<file path="src/rtl/keystream_monitor_if.sv">
// Single-lane valid/ready byte stream used on both sides of the keystream monitor.
interface keystream_monitor_if;
    logic       valid;
    logic [7:0] data;
    logic       ready;

    modport master (output valid, output data, input ready);
    modport slave  (input valid, input data, output ready);
endinterface

</file>
<file path="src/rtl/keystream_monitor.sv">
// One-deep register slice for keystream bytes that also tracks runs of identical
// bytes and flags a stuck chaotic map once a run reaches RUN_LIMIT.
module keystream_monitor #(
    parameter int unsigned RUN_LIMIT = 8
) (
    input  logic                clk,
    input  logic                rst,
    input  logic                frame_start,
    keystream_monitor_if.slave  in_if,
    keystream_monitor_if.master out_if,
    output logic [7:0]          count,
    output logic                seen_single
);

    typedef enum logic [1:0] {IDLE, RUN, STUCK} state_t;

    localparam logic [8:0] LIMIT = 9'(RUN_LIMIT);

    state_t     state_q, state_d;
    logic [7:0] prev_q, prev_d;
    logic [7:0] count_q, count_d;
    logic       seen_q, seen_d;
    logic [7:0] out_data_q, out_data_d;
    logic       out_valid_q, out_valid_d;
    logic       in_ready;
    logic       acc;
    logic [8:0] count_inc;
    logic [7:0] count_sat;

    assign in_ready  = !out_valid_q || out_if.ready;
    assign acc       = in_if.valid && in_ready;
    assign count_inc = {1'b0, count_q} + 9'd1;
    assign count_sat = count_inc[8] ? 8'hFF : count_inc[7:0];

    always_comb begin
        out_data_d  = out_data_q;
        out_valid_d = out_valid_q;
        if (acc) begin
            out_data_d  = in_if.data;
            out_valid_d = 1'b1;
        end else if (out_if.ready) begin
            out_valid_d = 1'b0;
        end
    end

    // frame_start takes priority; an accepted byte in the same cycle opens the new frame.
    always_comb begin
        state_d = state_q;
        prev_d  = prev_q;
        count_d = count_q;
        seen_d  = seen_q;
        if (frame_start) begin
            seen_d = 1'b0;
            if (acc) begin
                prev_d  = in_if.data;
                count_d = 8'd1;
                state_d = RUN;
            end else begin
                prev_d  = 8'd0;
                count_d = 8'd0;
                state_d = IDLE;
            end
        end else if (acc) begin
            case (state_q)
                IDLE: begin
                    prev_d  = in_if.data;
                    count_d = 8'd1;
                    state_d = RUN;
                end
                RUN, STUCK: begin
                    if (in_if.data == prev_q) begin
                        count_d = count_sat;
                        if (count_inc >= LIMIT) begin
                            seen_d  = 1'b1;
                            state_d = STUCK;
                        end
                    end else begin
                        prev_d  = in_if.data;
                        count_d = 8'd1;
                    end
                end
                default: state_d = IDLE;
            endcase
        end
    end

    always_ff @(posedge clk or posedge rst) begin
        if (rst) begin
            state_q     <= IDLE;
            prev_q      <= 8'd0;
            count_q     <= 8'd0;
            seen_q      <= 1'b0;
            out_data_q  <= 8'd0;
            out_valid_q <= 1'b0;
        end else begin
            state_q     <= state_d;
            prev_q      <= prev_d;
            count_q     <= count_d;
            seen_q      <= seen_d;
            out_data_q  <= out_data_d;
            out_valid_q <= out_valid_d;
        end
    end

    assign in_if.ready  = in_ready;
    assign out_if.valid = out_valid_q;
    assign out_if.data  = out_data_q;
    assign count        = count_q;
    assign seen_single  = seen_q;

endmodule

</file>
<file path="src/flat_wrapper.sv">
// flat-port wrapper written by rule: the top's interface ports become plain ports
module keystream_monitor_flat 
#(
    parameter int unsigned RUN_LIMIT = 8
)
  (clk, rst, frame_start, count, seen_single, in_if_valid, in_if_data, in_if_ready, out_if_valid, out_if_data, out_if_ready);
  keystream_monitor_if in_if_i ();
  keystream_monitor_if out_if_i ();
  input  logic clk;
  input  logic rst;
  input  logic frame_start;
  output logic [7:0] count;
  output logic seen_single;
  input wire logic [$bits(in_if_i.valid)-1:0] in_if_valid;
  input wire logic [$bits(in_if_i.data)-1:0] in_if_data;
  output wire logic [$bits(in_if_i.ready)-1:0] in_if_ready;
  output wire logic [$bits(out_if_i.valid)-1:0] out_if_valid;
  output wire logic [$bits(out_if_i.data)-1:0] out_if_data;
  input wire logic [$bits(out_if_i.ready)-1:0] out_if_ready;
  assign in_if_i.valid = in_if_valid;
  assign in_if_i.data = in_if_data;
  assign in_if_ready = in_if_i.ready;
  assign out_if_valid = out_if_i.valid;
  assign out_if_data = out_if_i.data;
  assign out_if_i.ready = out_if_ready;
  keystream_monitor #(.RUN_LIMIT(RUN_LIMIT)) u_core (.clk(clk), .rst(rst), .frame_start(frame_start), .in_if(in_if_i), .out_if(out_if_i), .count(count), .seen_single(seen_single));
endmodule
</file>
<file path="config.mk">
export PLATFORM = sky130hd
export DESIGN_NAME = keystream_monitor_flat
export DESIGN_NICKNAME = d
export VERILOG_FILES = /design/src/rtl/keystream_monitor_if.sv /design/src/rtl/keystream_monitor.sv /design/src/flat_wrapper.sv
export SDC_FILE = /design/constraint.sdc
export NUM_CORES = 1
export LEC_CHECK = 0
export BUFFER_PORTS_ARGS = -buffer_cell sky130_fd_sc_hd__buf_2
export CAP_MARGIN = 20
export CORE_UTILIZATION = 53
export DETAILED_ROUTE_END_ITERATION = 8
export PLACE_DENSITY = 0.78
export SETUP_SLACK_MARGIN = 0.05
export SYNTH_ARGS = -nofsm -noshare
export SYNTH_HDL_FRONTEND = slang
export SYNTH_SLANG_ARGS = --single-unit
export TNS_END_PERCENT = 1
</file>
<file path="constraint.sdc">
create_clock -name clk -period 2.15 [get_ports clk]
set_input_delay 0.3225 -clock clk [delete_from_list [all_inputs] [get_ports clk]]
set_output_delay 0.3225 -clock clk [all_outputs]
set_load 0.01 [all_outputs]
</file>
==> Word level (Yosys, flattened, before mapping) <==
Cells that the tools add are included.
{ "word_totals": {"inputBits": 13, "out_inout_bits": 19, "elab_cells": 53, "register_bits": 28} }
{ "op_classes": {"n_reduce_logical": 15, "n_lt_le_gt_ge": 1, "n_mux": 24, "eq_ne": 6, "add_sub_neg": 1} }
{ "ops": {"columns": ["operator", "count"], "rows": [
  ["$mux W8", 8],
  ["$pmux W8 S2", 2],
  ["$reduce_bool A2 Y1", 5],
  ["$add A8 B1 Y9 const B", 1],
  ["$ge A9 B4 Y1 const B", 1],
  ["$mux W1", 9],
  ["$eq A8 B8 Y1", 1],
  ["$mux W2", 4],
  ["$ne A3 B2 Y1 const B", 2],
  ["$reduce_and A3 Y1", 2],
  ["$pmux W2 S2", 1],
  ["$reduce_and A4 Y1", 1],
  ["$ne A3 B3 Y1 const B", 1],
  ["$reduce_bool A3 Y1", 1],
  ["$eq A2 B1 Y1 const B", 1],
  ["$eq A2 B2 Y1 const B", 1],
  ["$logic_not A2 Y1", 1],
  ["$reduce_and A2 Y1", 1],
  ["$reduce_or A2 Y1", 1],
  ["$logic_and A1 B1 Y1", 1],
  ["$logic_not A1 Y1", 1],
  ["$logic_or A1 B1 Y1", 1]
]} }

==> Longest topological paths before layout <==
{ "depth": {"depth_word": 7, "ltp_mapped": 7, "depth_no_buf": 6} }

==> Worst setup path before layout <==
Ideal clock, no wire load.
{ "synth_path": {"path_kind": "flip-flop to flip-flop", "startpoint": "register u_core.count_q[0], in the netlist u_core.count[0]", "endpoint": "register u_core.state_q[1]", "period_less_slack_ps": 1730, "setup_ps": 123, "arrival_time_ps": 1607, "stages_incl_launch_ff": 7, "path_buffers": 0, "t_required_ps": 2027, "setup_slack_ps": 420, "cell_sequence": "dfrtp_1 -> ha_1 -> nand4_1 -> nand4_1 -> a221oi_2 -> nor3_1 -> o221a_2"} }
{ "synth_between": {"elab_chain_cells": 4} }
{ "synth_rtl": {"columns": ["item", "line", "source"], "rows": [
  ["start: declaration", "keystream_monitor.sv:21", "logic [7:0] count_q, count_d;"],
  ["start signal: assignment", "keystream_monitor.sv:98", "count_q <= count_d;"],
  ["$add A8 B1 Y9", "keystream_monitor.sv:32", "assign count_inc = {1'b0, count_q} + 9'd1;"],
  ["$ge A9 B4 Y1", "keystream_monitor.sv:73", "if (count_inc >= LIMIT) begin"],
  ["$ne A3 B2 Y1 (no line)", null, null],
  ["$reduce_and A3 Y1 (no line)", null, null],
  ["end signal: assignment", "keystream_monitor.sv:96", "state_q <= state_d;"],
  ["end: declaration", "keystream_monitor.sv:19", "state_t state_q, state_d;"]
]} }
No other way between the ends.
A chain may end at the register's enable or synchronous reset.

==> Final worst setup path <==
Ends and elaborated chain as after synthesis.

==> results.ini <==
[yosys]
syn_area_per_cell_um2=11.1
async_reset_ff_share_pct=100
ys_types=41
ys_seq_area_share_pct=47.6
synth_area_leaders=dfrtp_1 48%, mux2_2 6.9%, xor2_1 4.8%
synth_area_um2=1470
synth_top_area_share_pct=47.6
synth_edf_count=0
ys_ff_latch=28
syn-instance-count=133
yosysTopAreaCell=dfrtp_1
synth_ff_type=dfrtp_1
yosys_warnings=0
synth_fp_nets=149

[critical_path]
reg2reg_slack_ns=0.25
r2r-end=u_core.state_q[1]
critical_path_class=register to register
cp_common_cell=nand4_1
cp_max_fo=6
crit_path_start_kind=register
critPathMaxStageDelay_ns=0.44
crit_slowest_cell=dfrtp_1
path_cells=ha_1 -> nand4_1 -> nand4_1 -> a221oi_2 -> nor3_1 -> o221a_2
cp-end-kind=register
worstPathArrival_ns=2.14
r2r_cells=6
rr_startpoint=u_core.count[0]
required_ns=2.39

[drt]
drc=0
routed_via_density=5.84
ant_nets=0
drt-pass1-iter-count=4
totalWireLength_um=2950
wl_per_cell_um=15.0
via_count=1150
drt_iter0_drc=22

[finish]
syn2layout_area_growth_pct=16.9
design_area_um2=1720
layout-drive-gt1-share_pct=35.9
multi_input_area_um2=714
seqCellArea_um2=701
diodes=0
final_cell_count_no_fill=197
num-nets-final=184
nFillCells=206

[grt]
grt_max_degree=29
grt_pass1_vias=1121
antenna_found_initial=0
grt_remaining_overflow=0
grt_use_total_pct=23.1
grt_pass1_wl_um=4900

[floorplan]
fp.dieArea_um2=2990
die_w_um=54.7
start_util_pct=57.8
placementRows=18
coreArea_um2=2540
ioPinCount=32
die_y_um=54.7

[clock_network]
holdBufCountCts=0
h-tree-depth=1
clk_latency_ns=0.33
cts_setup_buffers=0
cts_tree=yes
clkSlewWorstSetupHoldPaths_ns=0.15
clkSinkCount=28
cts_made_buffers=3
ctsResizeCount=0
clockBufferDepth=2
root_buffer=clkbuf_4

[worst_hold_path]
hold_class=primary input to asynchronous set/reset pin

[power_and_ir_drop]
clock_power_share_pct=29.4
cellInternalPower_uw=865
pwr-share-seq_pct=51.1
finalPower_uw=1180
ir_drop_uv=610
switching_power_uw=312
p_per_area_nw_per_um2=684
swShare_pct=26.5
power_frac_comb_pct=19.5
p_leak_uw=0.000817

[placed_design]
dpl.hpwl_um=2190
dpl-instance-area_um2=1670
port_buffers=31
place_inst=193
routabilityCongestion=0.817
preCtsSetupSlack_ns=0.298

[timing]
rsz0062_at_grt=no
min_period_over_period_pct=88.3
worstMarginPinSlew_ns=0.356
final.setup.worst_slack_ns=0.253
timing.fmax_mhz=527
min_period_ns=1.90
fin_skew_ns=0.00207
slew_violations=0
setup_viol=0
slew_headroom_pct=76.3
finalHoldViolCount=0
finalSetupTns_ns=0

[status]
status=finished clean

[run]
maxCapViolations=0

-- critical path, delay by kind of cell (launching register included) --
family          cells  cell delay (ns)
compound gates      2             0.64
fa+ha+maj           1             0.29
flops               1             0.44
simple gates        3             0.43
-- synthesized netlist by cell type, drive strengths merged, types with 3 or more instances --
| cell | instances |
|---|---|
| nand3 | 3 |
| nor4 | 3 |
| nor2 | 7 |
| a21o | 3 |
| ha | 3 |
| a22o | 8 |
| xor2 | 8 |
| buf | 3 |
| a21oi | 9 |
| clkbuf | 3 |
| nand2 | 6 |
| dfrtp | 28 |
| nand4 | 3 |
| inv | 6 |
| mux2 | 9 |
| and2 | 3 |
-- state kept, by name, summed over array words and instances (netlist names) --
signal and cells:
u_core.out_if.valid 1, u_core.count 8, u_core.state_q 2, u_core.seen_single 1, u_core.out_if.data 8, u_core.prev_q 8
-- worst max-delay path by stage --
stage                          startpoint           endpoint  slack, ns
final                     u_core.count[0]  u_core.state_q[1]       0.25
after global routing      u_core.count[0]  u_core.state_q[1]       0.13
after CTS                 u_core.count[0]  u_core.state_q[1]       0.27
after detailed placement  u_core.count[0]  u_core.state_q[1]       0.30
after global placement    u_core.count[0]  u_core.state_q[1]       0.37
after floorplan           u_core.count[0]  u_core.state_q[1]       0.42
-- metrics by stage --
stage / utilization [%] / hold slack [ns]
finish: 67.6 / 0.0133
CTS: 67.6 / 0.0264
global placement: 65.5 / 0.398
detailed placement: 65.5 / 0.401
global route: 67.6 / 0.0459
floorplan: - / 0.388
-- cells by family after synthesis --
logic type      Yosys count  share of synthesized area (%)
compound gates           35                           18.0
xor+xnor                  8                           4.76
fa+ha+maj                 3                           2.55
buf+inv                  12                           3.83
flops                    28                           47.6
mux                      10                           7.57
simple gates             37                           15.6
-- power by group through the flow --
stage	clock network (µW)	logic [µW]	registers (µW)
after floorplan	0	141	621
after CTS	348	231	603
after global placement	0	221	609
after global routing	365	252	608
final	346	229	602
after detailed placement	0	231	612
-- cells in the final DEF, fill, tap and decap left out, drive strengths merged --
cell,Yosys,routed
a41oi,2,2
mux2,9,9
nor3,2,2
and2,3,3
o21a,1,1
a31o,2,2
clkbuf,3,3
dfrtp,28,28
a211oi,1,1
o21ai,1,1
a221oi,1,1
o2111ai,1,1
nand2,6,6
buf,3,36
o21bai,2,2
nor2b,2,2
nor2,7,7
nand2b,2,2
nor3b,1,1
o221a,1,1
bufinv,0,1
nand4,3,3
or2b,1,1
inv,6,6
o32ai,1,1
or2,2,2
xor2,8,8
nor4,3,3
a21o,3,3
a22o,8,8
mux2i,1,1
a31oi,2,2
nand3,3,3
and3,1,1
or4,1,1
a21oi,9,9
ha,3,3
-- area by class of cell --
type                       count  area share, %
clock buffer                   3           1.31
timing repair buffer          36           11.2
sequential                    28           40.7
inverter                       6           1.31
tap                           30           2.18
clock inverter                 1           1.75
multi-input combinational     93           41.5
-- routing by layer --
layer	wire [µm]	global-route usage, %	vias up
met2	1480	40.0	29
met5	0	0	-
met1	1320	28.8	560
met4	36	8.55	0
li1	-	-	555
met3	113	3.06	6
Note: power is estimated with default switching activity, not from simulation.
